$ cat config.mk
export PLATFORM = sky130hd
export DESIGN_NAME = string_assembler
export DESIGN_NICKNAME = d
export VERILOG_FILES = /design/src/rtl/string_assembler_pkg.sv /design/src/rtl/string_assembler.sv
export SDC_FILE = /design/constraint.sdc
export NUM_CORES = 1
export LEC_CHECK = 0
export ABC_AREA = 0
export BUFFER_PORTS_ARGS = -buffer_cell sky130_fd_sc_hd__buf_2
export CAP_MARGIN = 20
export CORE_MARGIN = 2
export CORE_UTILIZATION = 45
export DETAILED_ROUTE_END_ITERATION = 10
export HOLD_SLACK_MARGIN = 0.12
export PLACE_DENSITY = 0.69
export SLEW_MARGIN = 20
export SYNTH_ARGS = -nofsm -noshare
export SYNTH_HDL_FRONTEND = slang
export SYNTH_SLANG_ARGS = --single-unit
$ cat constraint.sdc
create_clock -name clock -period 5.5 [get_ports clock]
set_clock_uncertainty 0.05 [all_clocks]
set_input_delay 1.1 -clock clock [delete_from_list [all_inputs] [get_ports clock]]
set_output_delay 1.1 -clock clock [all_outputs]
set_load 0.05 [all_outputs]
$ cat src/rtl/string_assembler_pkg.sv
// Shared constants and state encoding for the display string writer path.
package string_assembler_pkg;

  localparam int         DEFAULT_STRING_LEN = 64;
  localparam logic [7:0] DEFAULT_PAD        = 8'h20;
  localparam logic [7:0] BS_CHAR            = 8'h08;
  localparam logic [7:0] CR_CHAR            = 8'h0D;
  localparam logic [7:0] PRINT_MIN          = 8'h20;
  localparam logic [7:0] PRINT_MAX          = 8'h7E;

  typedef enum logic {
    ACCEPT = 1'b0,
    LOCKED = 1'b1
  } state_t;

  function automatic logic is_printable(input logic [7:0] c);
    return (c >= PRINT_MIN) && (c <= PRINT_MAX);
  endfunction

endpackage

$ cat src/rtl/string_assembler.sv
// Builds an MSB-first padded string from a char stream; edits land one edge after transfer.
// One char per clock in ACCEPT; char_ready drops while LOCKED (after commit) or in reset.
module string_assembler
  import string_assembler_pkg::*;
#(
  parameter int         STRING_LEN = DEFAULT_STRING_LEN,
  parameter logic [7:0] PAD_CHAR   = DEFAULT_PAD
) (
  input  logic                              clock,
  input  logic                              reset,
  input  logic [7:0]                        char_data,
  input  logic                              char_valid,
  output logic                              char_ready,
  input  logic                              clear,
  input  logic                              commit,
  output logic [STRING_LEN*8-1:0]           my_string,
  output logic [$clog2(STRING_LEN+1)-1:0]   char_count,
  output logic                              full,
  output logic                              overflow,
  output logic                              string_valid
);

  localparam int                 CW        = $clog2(STRING_LEN+1);
  localparam logic [CW-1:0]      MAX_COUNT = CW'(STRING_LEN);
  localparam logic [CW-1:0]      ONE       = CW'(1);
  localparam logic [STRING_LEN*8-1:0] EMPTY = {STRING_LEN{PAD_CHAR}};

  state_t                  state, state_next;
  logic [STRING_LEN*8-1:0] string_next;
  logic [CW-1:0]           count_next;
  logic                    overflow_next;
  logic                    valid_next;

  assign char_ready = (state == ACCEPT) && !reset;

  always_comb begin
    state_next    = state;
    string_next   = my_string;
    count_next    = char_count;
    overflow_next = overflow;
    valid_next    = 1'b0;

    if (clear) begin
      state_next    = ACCEPT;
      string_next   = EMPTY;
      count_next    = '0;
      overflow_next = 1'b0;
    end else if (state == ACCEPT) begin
      if (commit) begin
        valid_next = 1'b1;
        state_next = LOCKED;
      end else if (char_valid) begin
        if (is_printable(char_data)) begin
          if (char_count != MAX_COUNT) begin
            string_next[8*(STRING_LEN-1-int'(char_count)) +: 8] = char_data;
            count_next = char_count + ONE;
          end else begin
            overflow_next = 1'b1;
          end
        end else if (char_data == BS_CHAR) begin
          // The slot being erased is the last filled one, count-1.
          if (char_count != '0) begin
            string_next[8*(STRING_LEN-int'(char_count)) +: 8] = PAD_CHAR;
            count_next = char_count - ONE;
          end
        end else if (char_data == CR_CHAR) begin
          valid_next = 1'b1;
          state_next = LOCKED;
        end
      end
    end
  end

  always_ff @(posedge clock) begin
    if (reset) begin
      state        <= ACCEPT;
      my_string    <= EMPTY;
      char_count   <= '0;
      full         <= 1'b0;
      overflow     <= 1'b0;
      string_valid <= 1'b0;
    end else begin
      state        <= state_next;
      my_string    <= string_next;
      char_count   <= count_next;
      full         <= (count_next == MAX_COUNT);
      overflow     <= overflow_next;
      string_valid <= valid_next;
    end
  end

endmodule

# Word-level counts from Yosys, hierarchy flattened
# Cells that the tools add are included.
dict set report totals {
  ff_bits 523
  input_bits 13
  output_inout_bits 523
  elab_cells 56
}
dict set report op_classes {
  add_sub_neg 6
  n_lt_le_gt_ge 2
  n_eq_ne 5
  shifts 4
  mux 20
  bitwise 3
  n_reduce_logical 10
}
# operator count
set op_table {}
lappend op_table {{two-way mux 512 bit} 4}
lappend op_table {{bitwise mux 512 bit} 2}
lappend op_table {{variable shift 8 x 33 -> 512 bit (first input constant)} 2}
lappend op_table {{indexed part select 8 x 33 -> 512 bit} 1}
lappend op_table {{indexed part select 8 x 33 -> 512 bit (first input constant)} 1}
lappend op_table {{negation 11 -> 33 bit} 2}
lappend op_table {{two-way mux 7 bit} 8}
lappend op_table {{equality test 8 x 4 -> 1 bit (second input constant)} 2}
lappend op_table {{>= comparator 8 x 6 -> 1 bit (second input constant)} 1}
lappend op_table {{<= comparator 8 x 7 -> 1 bit (second input constant)} 1}
lappend op_table {{subtractor 6 x 7 -> 8 bit (first input constant)} 1}
lappend op_table {{subtractor 7 x 7 -> 8 bit (first input constant)} 1}
lappend op_table {{adder 7 x 1 -> 7 bit (second input constant)} 1}
lappend op_table {{equality test 7 bit (second input constant)} 1}
lappend op_table {{!= test 7 bit (second input constant)} 1}
lappend op_table {{nonzero test 7 bit} 1}
lappend op_table {{subtractor 7 x 1 -> 7 bit (second input constant)} 1}
lappend op_table {{two-way mux 1 bit} 6}
lappend op_table {{AND reduction 6 bit} 1}
lappend op_table {{AND reduction 5 bit} 1}
lappend op_table {{nonzero test 2 bit} 2}
lappend op_table {{NOT 1 bit} 3}
lappend op_table {{OR reduction 3 bit} 1}
lappend op_table {{logical AND 1 bit} 2}
lappend op_table {{3 further kinds} 3}

# Logic depth before layout (Yosys ltp)
# Gate-level depths: netlist of run 1.
dict set report depth {
  depth_word 9
  mapped_depth 20
  ltp_nobuf 17
}

# Worst setup path after synthesis of run 1
# OpenSTA, ideal clock, no wires.
dict set report synth_path {
  path_kind {register -> register}
  from {register char_count[0]}
  to {register my_string[309]}
  setup_ps 131
  arrival_ps 5192
  required_time_ps 5319
  setup_slack_ps 127
  path_stages_with_launch 21
  n_path_buf 4
  period_less_slack_ps 5373
  path_cell_list {dfxtp_1 > clkbuf_1 > inv_1 > ha_1 > or2_2 > clkbuf_1 > a31o_2 > buf_2 > or2_2 > inv_1 > ha_1 > inv_1 > or4_1 > a211oi_2 > nand2_2 > nor4b_4 > a21oi_1 > or4_1 > clkbuf_1 > nor2_1 > a21oi_1}
}
dict set report synth_via {
  elab_chain_len 7
  elab_cells_between_ends 19
  cone_classes {add/sub (4); eq/ne (2); shift (4); mux (6); reduce/logical (3)}
}
# element line
set synth_rtl {}
lappend synth_rtl {{from (decl)} string_assembler.sv:17} ;# output logic [$clog2(STRING_LEN+1)-1:0] char_count,
lappend synth_rtl {{from (signal assigned)} string_assembler.sv:85} ;# char_count <= count_next;
lappend synth_rtl {{subtractor 7 x 7 -> 8 bit} string_assembler.sv:63} ;# string_next[8*(STRING_LEN-int'(char_count)) +: 8] = PAD_CHAR;
lappend synth_rtl {{negation 11 -> 33 bit} string_assembler.sv:63}
lappend synth_rtl {{indexed part select 8 x 33 -> 512 bit or variable shift 8 x 33 -> 512 bit (tied branches)} string_assembler.sv:63}
lappend synth_rtl {{bitwise mux 512 bit} string_assembler.sv:63}
lappend synth_rtl {{two-way mux 512 bit} string_assembler.sv:62} ;# if (char_count != '0) begin
lappend synth_rtl {{two-way mux 512 bit} string_assembler.sv:60} ;# end else if (char_data == BS_CHAR) begin
lappend synth_rtl {{two-way mux 512 bit} string_assembler.sv:53} ;# if (is_printable(char_data)) begin
lappend synth_rtl {{to (signal assigned)} string_assembler.sv:84} ;# my_string <= string_next;
lappend synth_rtl {{to (decl)} string_assembler.sv:16} ;# output logic [STRING_LEN*8-1:0] my_string,
# Several ways; a longest one is shown, not always the timed one. The select of a mux whose other input is x is not followed.
# A chain may end at the register's enable or synchronous reset.

# Final worst setup path of run 1
dict set report layout_path {
  from {register char_count[0]}
  to {register my_string[62]}
}
# Same word-level chain as after synthesis.

==> run summary, run 1 <==
Die X -> 222 µm
Post-route DRC -> 0
Post-Layout Cell Count -> 3606
first-pass GRT wire length -> 141 mm
synth warn -> 0
Area Overhead vs Synth -> 26.6%
CTS tree -> built
Hold Path End -> my_string[135]$_SDFFE_PP0P_
Final Setup Violations -> 0
fin crit period -> 5.23 ns
Net Sw Power -> 2.07 mW
endpoints failing hold -> 0
Worst Path Arrival -> 5.67 ns
routed vias -> 22.2k
max-slew violations -> 0
reg2reg start -> char_count[0]$_SDFF_PP0_
first drt pass iteration count -> 6
GPL Wtd Cong -> 1.02
predominant post-synthesis flop cell -> dfxtp_1
DR iter-0 viols -> 2395
Tcrit/Tclk final -> 0.952
hold_sp -> my_string[135]$_SDFFE_PP0P_
register share of total power -> 0.469
Logic pwr share -> 0.074
Post-synth EDFFs -> 0
VDD IR max -> 0.000256 V
ys async rst share -> 0
cts hold-fix bufs -> 0
crit end category -> flip-flop
Mean Syn Cell Area -> 9.08 µm²
PortBufs -> 535
R2R Path End -> my_string[62]$_SDFFE_PP0P_
R2R Setup Slk -> 0.27 ns
Post-Route WL -> 96.5 mm
vias per inst -> 6.17
Switching Share -> 0.256
CTS root buf -> clkbuf_16
H-tree levels -> 2
all-layer global routing usage -> 0.374
#FFs+latches synth -> 523
fmax -> 191 MHz
Final nets -> 2977
Hold Path Stages -> 2
CTS Buffer Depth -> 3
vias in the first global route -> 22.0k
total of max-cap violations -> 0
placed instance count -> 3506
initial core utilization -> 0.452
hpwl dp -> 72.6 mm
core box area -> 0.0474 mm²
Total Power -> 8.09 mW
sequential fraction of the synthesis area -> 0.488
Rows -> 80
run status -> complete, no violations
leakage power -> 11.8 nW
WL/cell -> 26.8 µm
clock-pin slew on the worst setup and hold paths -> 0.06 ns
RSZ-0062 raised after global routing -> no
Die Span Y -> 222 µm
Worst Path Max Fanout -> 11
Worst R2R Path Depth -> 16
GRT overflow -> 0
Pwr Density -> 298 mW/mm²
die area -> 0.0495 mm²
min-delay worst type -> flip-flop to flip-flop
Slew @ Worst Pin -> 1.09 ns
commonest non-fill, non-tap cell in the layout -> buf_2
antenna-violating nets left -> 0
synthesized cell area -> 0.0215 mm²
largest net degree at the start of global routing -> 50
unique cell type count in the Yosys netlist -> 94
required time of the critical path -> 5.94 ns
clock share of power -> 0.457
Num CTS Buffers -> 52
fill count -> 4311
I/O pins -> 536
Cells after Synth -> 2365
TNS Setup -> 0 ns
worst-skew pair later-pin latency -> 0.61 ns
initial antenna violation count -> 1
Relative slew margins -> 0.269
share of layout cells above drive strength 1 -> 0.274
most frequent cells in the layout -> buf_2, dfxtp_1, nor2_1
Startpoint Class -> flip-flop
Int Pwr -> 6.02 mW
Mapped Nets -> 2395
critical setup path kind -> flip-flop to flip-flop
clock sinks -> 523
==> how the worst max path moves through the flow <==
stage                     slack, ns                           to                      from
final                          0.27   my_string[62]$_SDFFE_PP0P_  char_count[0]$_SDFF_PP0_
after global placement         0.24   my_string[94]$_SDFFE_PP0P_  char_count[0]$_SDFF_PP0_
after global routing           0.04  my_string[139]$_SDFFE_PP0P_  char_count[0]$_SDFF_PP0_
after floorplan                0.13  my_string[309]$_SDFFE_PP1P_  char_count[0]$_SDFF_PP0_
after CTS                      0.13   my_string[90]$_SDFFE_PP0P_  char_count[0]$_SDFF_PP0_
after detailed placement       0.16  my_string[356]$_SDFFE_PP0P_  char_count[0]$_SDFF_PP0_
==> stage by stage <==
step	hold slack, ns	cell area, µm²	utilization	setup slack [ns]
after floorplan	0.401	21500	-	0.127
after global placement	0.369	25300	0.534	0.242
after detailed placement	0.372	25300	0.534	0.157
after CTS	0.380	27100	0.571	0.132
after global routing	0.410	27200	0.573	0.0358
final	0.379	27200	0.573	0.267
==> metal layers <==
metal | global-route usage | wire [µm]
met5 | 0 | 0
met4 | 0.178 | 5120
met3 | 0.113 | 9820
met2 | 0.609 | 43800
met1 | 0.454 | 37800
==> synthesized netlist by cell type, types with 33 or more instances <==
| cell type | count | area [µm²] |
|---|---|---|
| inv_1 | 33 | 124 |
| a22o_1 | 203 | 1780 |
| nand3_1 | 71 | 355 |
| and2_1 | 56 | 350 |
| nand2_1 | 272 | 1020 |
| o21ai_0 | 57 | 285 |
| dfxtp_1 | 523 | 10500 |
| nor2_1 | 301 | 1130 |
| a21oi_1 | 125 | 626 |
| nor3_1 | 44 | 220 |
| clkbuf_1 | 90 | 338 |
| o2bb2ai_1 | 111 | 972 |
==> flip-flops by register name, indices dropped and copies added, names as in the netlist <==
signal and flops:
my_string 512, char_count 7, full 1, overflow 1, state 1, string_valid 1
==> area by class of cell <==
cell class	instances	area, µm²	share of cell area
inverters	34	128	0.00470
well taps	615	769	0.0283
clock inverters	31	350	0.0129
multi-input cells	1683	10500	0.385
clock buffers	66	1420	0.0524
diodes	1	2.50	0.0000921
flip-flops and latches	523	10500	0.385
repair buffers	653	3560	0.131
==> cell families (layout without fill, tap and decap cells) <==
logic type / after synthesis / in the layout / synth area share
AOI/OAI and AO/OA: 718 / 718 / 0.253
DFF: 523 / 523 / 0.488
xor gates and xnor gates: 16 / 16 / 0.00723
adders and majority gates: 17 / 17 / 0.00991
and+or+nand+nor: 910 / 910 / 0.202
buffers and inverters: 159 / 784 / 0.0295
other: 0 / 1 / 0
muxes: 22 / 22 / 0.0103
==> power groups by stage <==
stage	Sequential, mW	Clock (mW)	Combinational, mW
floorplan	3.90	0	0.315
global placement	3.88	0	0.565
detailed placement	3.88	0	0.566
CTS	3.79	3.71	0.568
global route	3.79	3.86	0.615
finish	3.79	3.70	0.595
==> what timing repair did <==
action | in CTS | in global routing
buffers inserted | 0 | 2
gates resized for setup | 0 | 5
setup endpoints to repair | 0 | 156
==> critical path: stages, from the launching register on <==
cell and delay, ns:
dfxtp_1 0.31, inv_1 0.15, ha_2 0.32, or4b_1 0.53
a31o_2 0.37, or2_2 0.33, inv_1 0.06, ha_1 0.24
inv_1 0.11, or4_1 0.60, a211oi_4 0.38, nand2_2 0.20
nor4b_4 0.49, buf_4 0.26, a31o_2 0.15, nand2_1 0.22
a32o_1 0.34
No activity file was read; power rests on OpenSTA's default activity.
==> run 2: changes to the inputs <==
--- a/config.mk
+++ b/config.mk
@@ -8,11 +8,11 @@
 export ABC_AREA = 0
 export BUFFER_PORTS_ARGS = -buffer_cell sky130_fd_sc_hd__buf_2
 export CAP_MARGIN = 20
-export CORE_MARGIN = 2
-export CORE_UTILIZATION = 45
+export CORE_AREA = 2 2 211 213
 export DETAILED_ROUTE_END_ITERATION = 10
+export DIE_AREA = 0 0 213 215
 export HOLD_SLACK_MARGIN = 0.12
-export PLACE_DENSITY = 0.69
+export PLACE_DENSITY = 0.75
 export SLEW_MARGIN = 20
 export SYNTH_ARGS = -nofsm -noshare
 export SYNTH_HDL_FRONTEND = slang
==> run 2 against run 1 <==
Maximum frequency shrank 0.85%. Largest power group is now clock. Register-to-register slack lost 0.04 ns. Global-route usage grew 3.3 points. Die area shrank 7.4%. Worst hold slack lost 0.00055 ns.
==> run summary, run 2 (synthesis results as in run 1) <==
run status -> complete, no violations
VDD IR max -> 0.000267 V (+4.4%)
R2R Path End -> my_string[234]$_SDFFE_PP0P_
PortBufs -> 535 (unchanged)
most frequent cells in the layout -> buf_2, dfxtp_1, nor2_1
Die X -> 213 µm (-4.2%)
die area -> 0.0458 mm² (-7.4%)
antenna-violating nets left -> 0 (unchanged)
initial core utilization -> 0.492 (+0.0394)
GRT overflow -> 0 (unchanged)
commonest non-fill, non-tap cell in the layout -> buf_2
Num CTS Buffers -> 51 (-1.9%)
share of layout cells above drive strength 1 -> 0.272 (-0.00155)
Area Overhead vs Synth -> 26.7%
hpwl dp -> 72.2 mm (-0.55%)
CTS root buf -> clkbuf_16
H-tree levels -> 2 (unchanged)
Slew @ Worst Pin -> 1.04 ns (-0.0520 ns)
TNS Setup -> 0 ns (unchanged)
Largest register FFs -> 512 (unchanged)
CTS Buffer Depth -> 3 (unchanged)
Final nets -> 2974 (-0.10%)
first drt pass iteration count -> 9 (+3)
Tcrit/Tclk final -> 0.960 (+0.00815)
cts hold-fix bufs -> 0 (unchanged)
reg2reg start -> char_count[0]$_SDFF_PP0_
Die Span Y -> 215 µm (-3.3%)
final worst setup slack -> 0.222 ns (-0.0448 ns)
Most flops, register -> my_string
delay-heaviest family, CP -> simple AND/OR/NAND/NOR gates
CP cell instances -> inv_1 > ha_2 > or4b_1 > a31o_2 > or2_2 > inv_1 > ha_1 > inv_1 > or4_1 > a211oi_2 > nand2_2 > nor4_4 > buf_4 > buf_4 > nand2_1 > o21ai_1 > a21oi_1 > a22o_1
Post-Place Cell Area -> 0.0253 mm² (-0.35%)
Post-route DRC -> 0 (unchanged)
register share of total power -> 0.459 (-0.010)
Slowest-stage cell, CP -> or4_1
critical setup path kind -> flip-flop to flip-flop
Critical Path Max Stage Delay -> 0.58 ns (-0.02 ns)
Switching Share -> 0.245 (-0.0109)
Post-Route WL -> 96.1 mm (-0.46%)
fin crit period -> 5.28 ns (+0.0448 ns)
Worst R2R Path Depth -> 18 (+2)
max-slew violations -> 0 (unchanged)
Relative slew margins -> 0.304 (+0.0348)
all-layer global routing usage -> 0.407 (+0.0330)
clock sinks -> 523 (unchanged)
Pwr Density -> 304 mW/mm² (+2.0%)
WP buf/inv -> 5 (+1)
WL/cell -> 26.9 µm (+0.32%)
crit path to -> my_string[234]$_SDFFE_PP0P_
Final Setup Violations -> 0 (unchanged)
Post-Layout Cell Count -> 3578 (-0.78%)
final instance area -> 0.0272 mm² (+0.12%)
GPL Wtd Cong -> 1.04 (+2.2%)
min-delay worst type -> flip-flop to flip-flop
crit path launch -> char_count[0]$_SDFF_PP0_
Setup Slack @ Placement -> 0.0502 ns (-0.106 ns)
CTS tree -> built
vias in the first global route -> 22.2k (+1.3%)
crit end category -> flip-flop
DR iter-0 viols -> 2670 (+11%)
Net Sw Power -> 2.02 mW (-2.2%)
routed vias -> 22.8k (+2.7%)
clock-pin slew on the worst setup and hold paths -> 0.06 ns (about the same)
Regs by FF count -> my_string (512), char_count (7)
R2R Setup Slk -> 0.22 ns (-0.04 ns)
vias per inst -> 6.38 (+3.5%)
Total Power -> 8.26 mW (+2.2%)
fmax -> 189 MHz (-0.85%)
first-pass GRT wire length -> 141 mm (-0.21%)
Crit path top cell by count -> inv_1
I/O pins -> 536 (unchanged)
Worst Path Arrival -> 5.73 ns (+0.06 ns)
required time of the critical path -> 5.95 ns (about the same)
placed instance count -> 3475 (-0.88%)
initial antenna violation count -> 3 (+2)
clock share of power -> 0.469 (+0.012)
Logic pwr share -> 0.072 (-0.002)
core box area -> 0.0436 mm² (-8.0%)
worst-skew pair later-pin latency -> 0.60 ns (about the same)
endpoints failing hold -> 0 (unchanged)
total of max-cap violations -> 0 (unchanged)
Rows -> 77 (-3.8%)
leakage power -> 11.8 nW (+0.26%)
Startpoint Class -> flip-flop
CP Depth -> 18 (+2)
Int Pwr -> 6.24 mW (+3.7%)
largest net degree at the start of global routing -> 57 (+14%)
Worst Path Max Fanout -> 9 (-2)
==> run 2: cell types whose count changed in the layout (fill, tap and decap cells not counted), moves of 2 or more <==
cell / before / now
a21oi_1: 125 / 123
a21oi_2: 6 / 8
buf_4: 118 / 116
bufinv_16: 5 / 8
clkbuf_8: 7 / 14
clkinv_2: 15 / 6
clkinv_4: 2 / 0
clkinvlp_4: 3 / 0
==> run 2: repair_timing <==
action / CTS / global route
setup buffers: 0 / 8
endpoints found under the hold margin: 0 / 0
resized for setup: 0 / 3
setup endpoints to repair: 0 / 136
==> run 2: power groups by stage <==
stage	clock network, mW	registers [mW]	logic [mW]
5_1_grt	4.03	3.79	0.613
2_1_floorplan	0	3.90	0.315
6_report	3.87	3.80	0.594
3_3_place_gp	0	3.88	0.553
4_1_cts	3.88	3.80	0.556
3_5_place_dp	0	3.88	0.553
==> run 2: layout make-up <==
cell class / instances / area (µm²)
clock buffers: 74 / 1520
well taps: 592 / 741
diodes: 1 / 2.50
fillers: 3801 / 16400
inverters: 34 / 128
repair buffers: 651 / 3550
multi-input cells: 1683 / 10400
flip-flops and latches: 523 / 10500
clock inverters: 20 / 344
==> run 2: worst register-to-register path, cell delays in order (launching register included) <==
cell and delay (ns):
dfxtp_1 0.31, inv_1 0.15, ha_2 0.29, or4b_1 0.52
a31o_2 0.37, or2_2 0.34, inv_1 0.07, ha_1 0.24
inv_1 0.10, or4_1 0.58, a211oi_2 0.42, nand2_2 0.23
nor4_4 0.31, buf_4 0.19, buf_4 0.13, nand2_1 0.05
o21ai_1 0.30, a21oi_1 0.24, a22o_1 0.29
==> run 2: how the worst min path moves through the flow <==
stage	from	cells after the start	endpoint	slack, ns
finish	my_string[39]$_SDFFE_PP0P_	2	my_string[39]$_SDFFE_PP0P_	0.38
global route	my_string[39]$_SDFFE_PP0P_	2	my_string[39]$_SDFFE_PP0P_	0.42
CTS	my_string[39]$_SDFFE_PP0P_	2	my_string[39]$_SDFFE_PP0P_	0.38
detailed placement	my_string[39]$_SDFFE_PP0P_	2	my_string[39]$_SDFFE_PP0P_	0.37
global placement	my_string[23]$_SDFFE_PP0P_	2	my_string[23]$_SDFFE_PP0P_	0.37
floorplan	state$_SDFF_PP0_	1	string_valid$_SDFF_PP0_	0.40
==> run 2: stage by stage <==
step / util / hold WS, ns
floorplan: - / 0.401
global placement: 0.579 / 0.368
detailed placement: 0.579 / 0.373
CTS: 0.621 / 0.380
global route: 0.623 / 0.416
finish: 0.623 / 0.378
==> run 2: layer usage <==
metal	global-route usage	up-vias	share of wire
met5	0	-	0
met4	0.239	0	0.067
met3	0.111	433	0.11
met2	0.637	1590	0.44
met1	0.501	11000	0.38
li1	-	9855	-
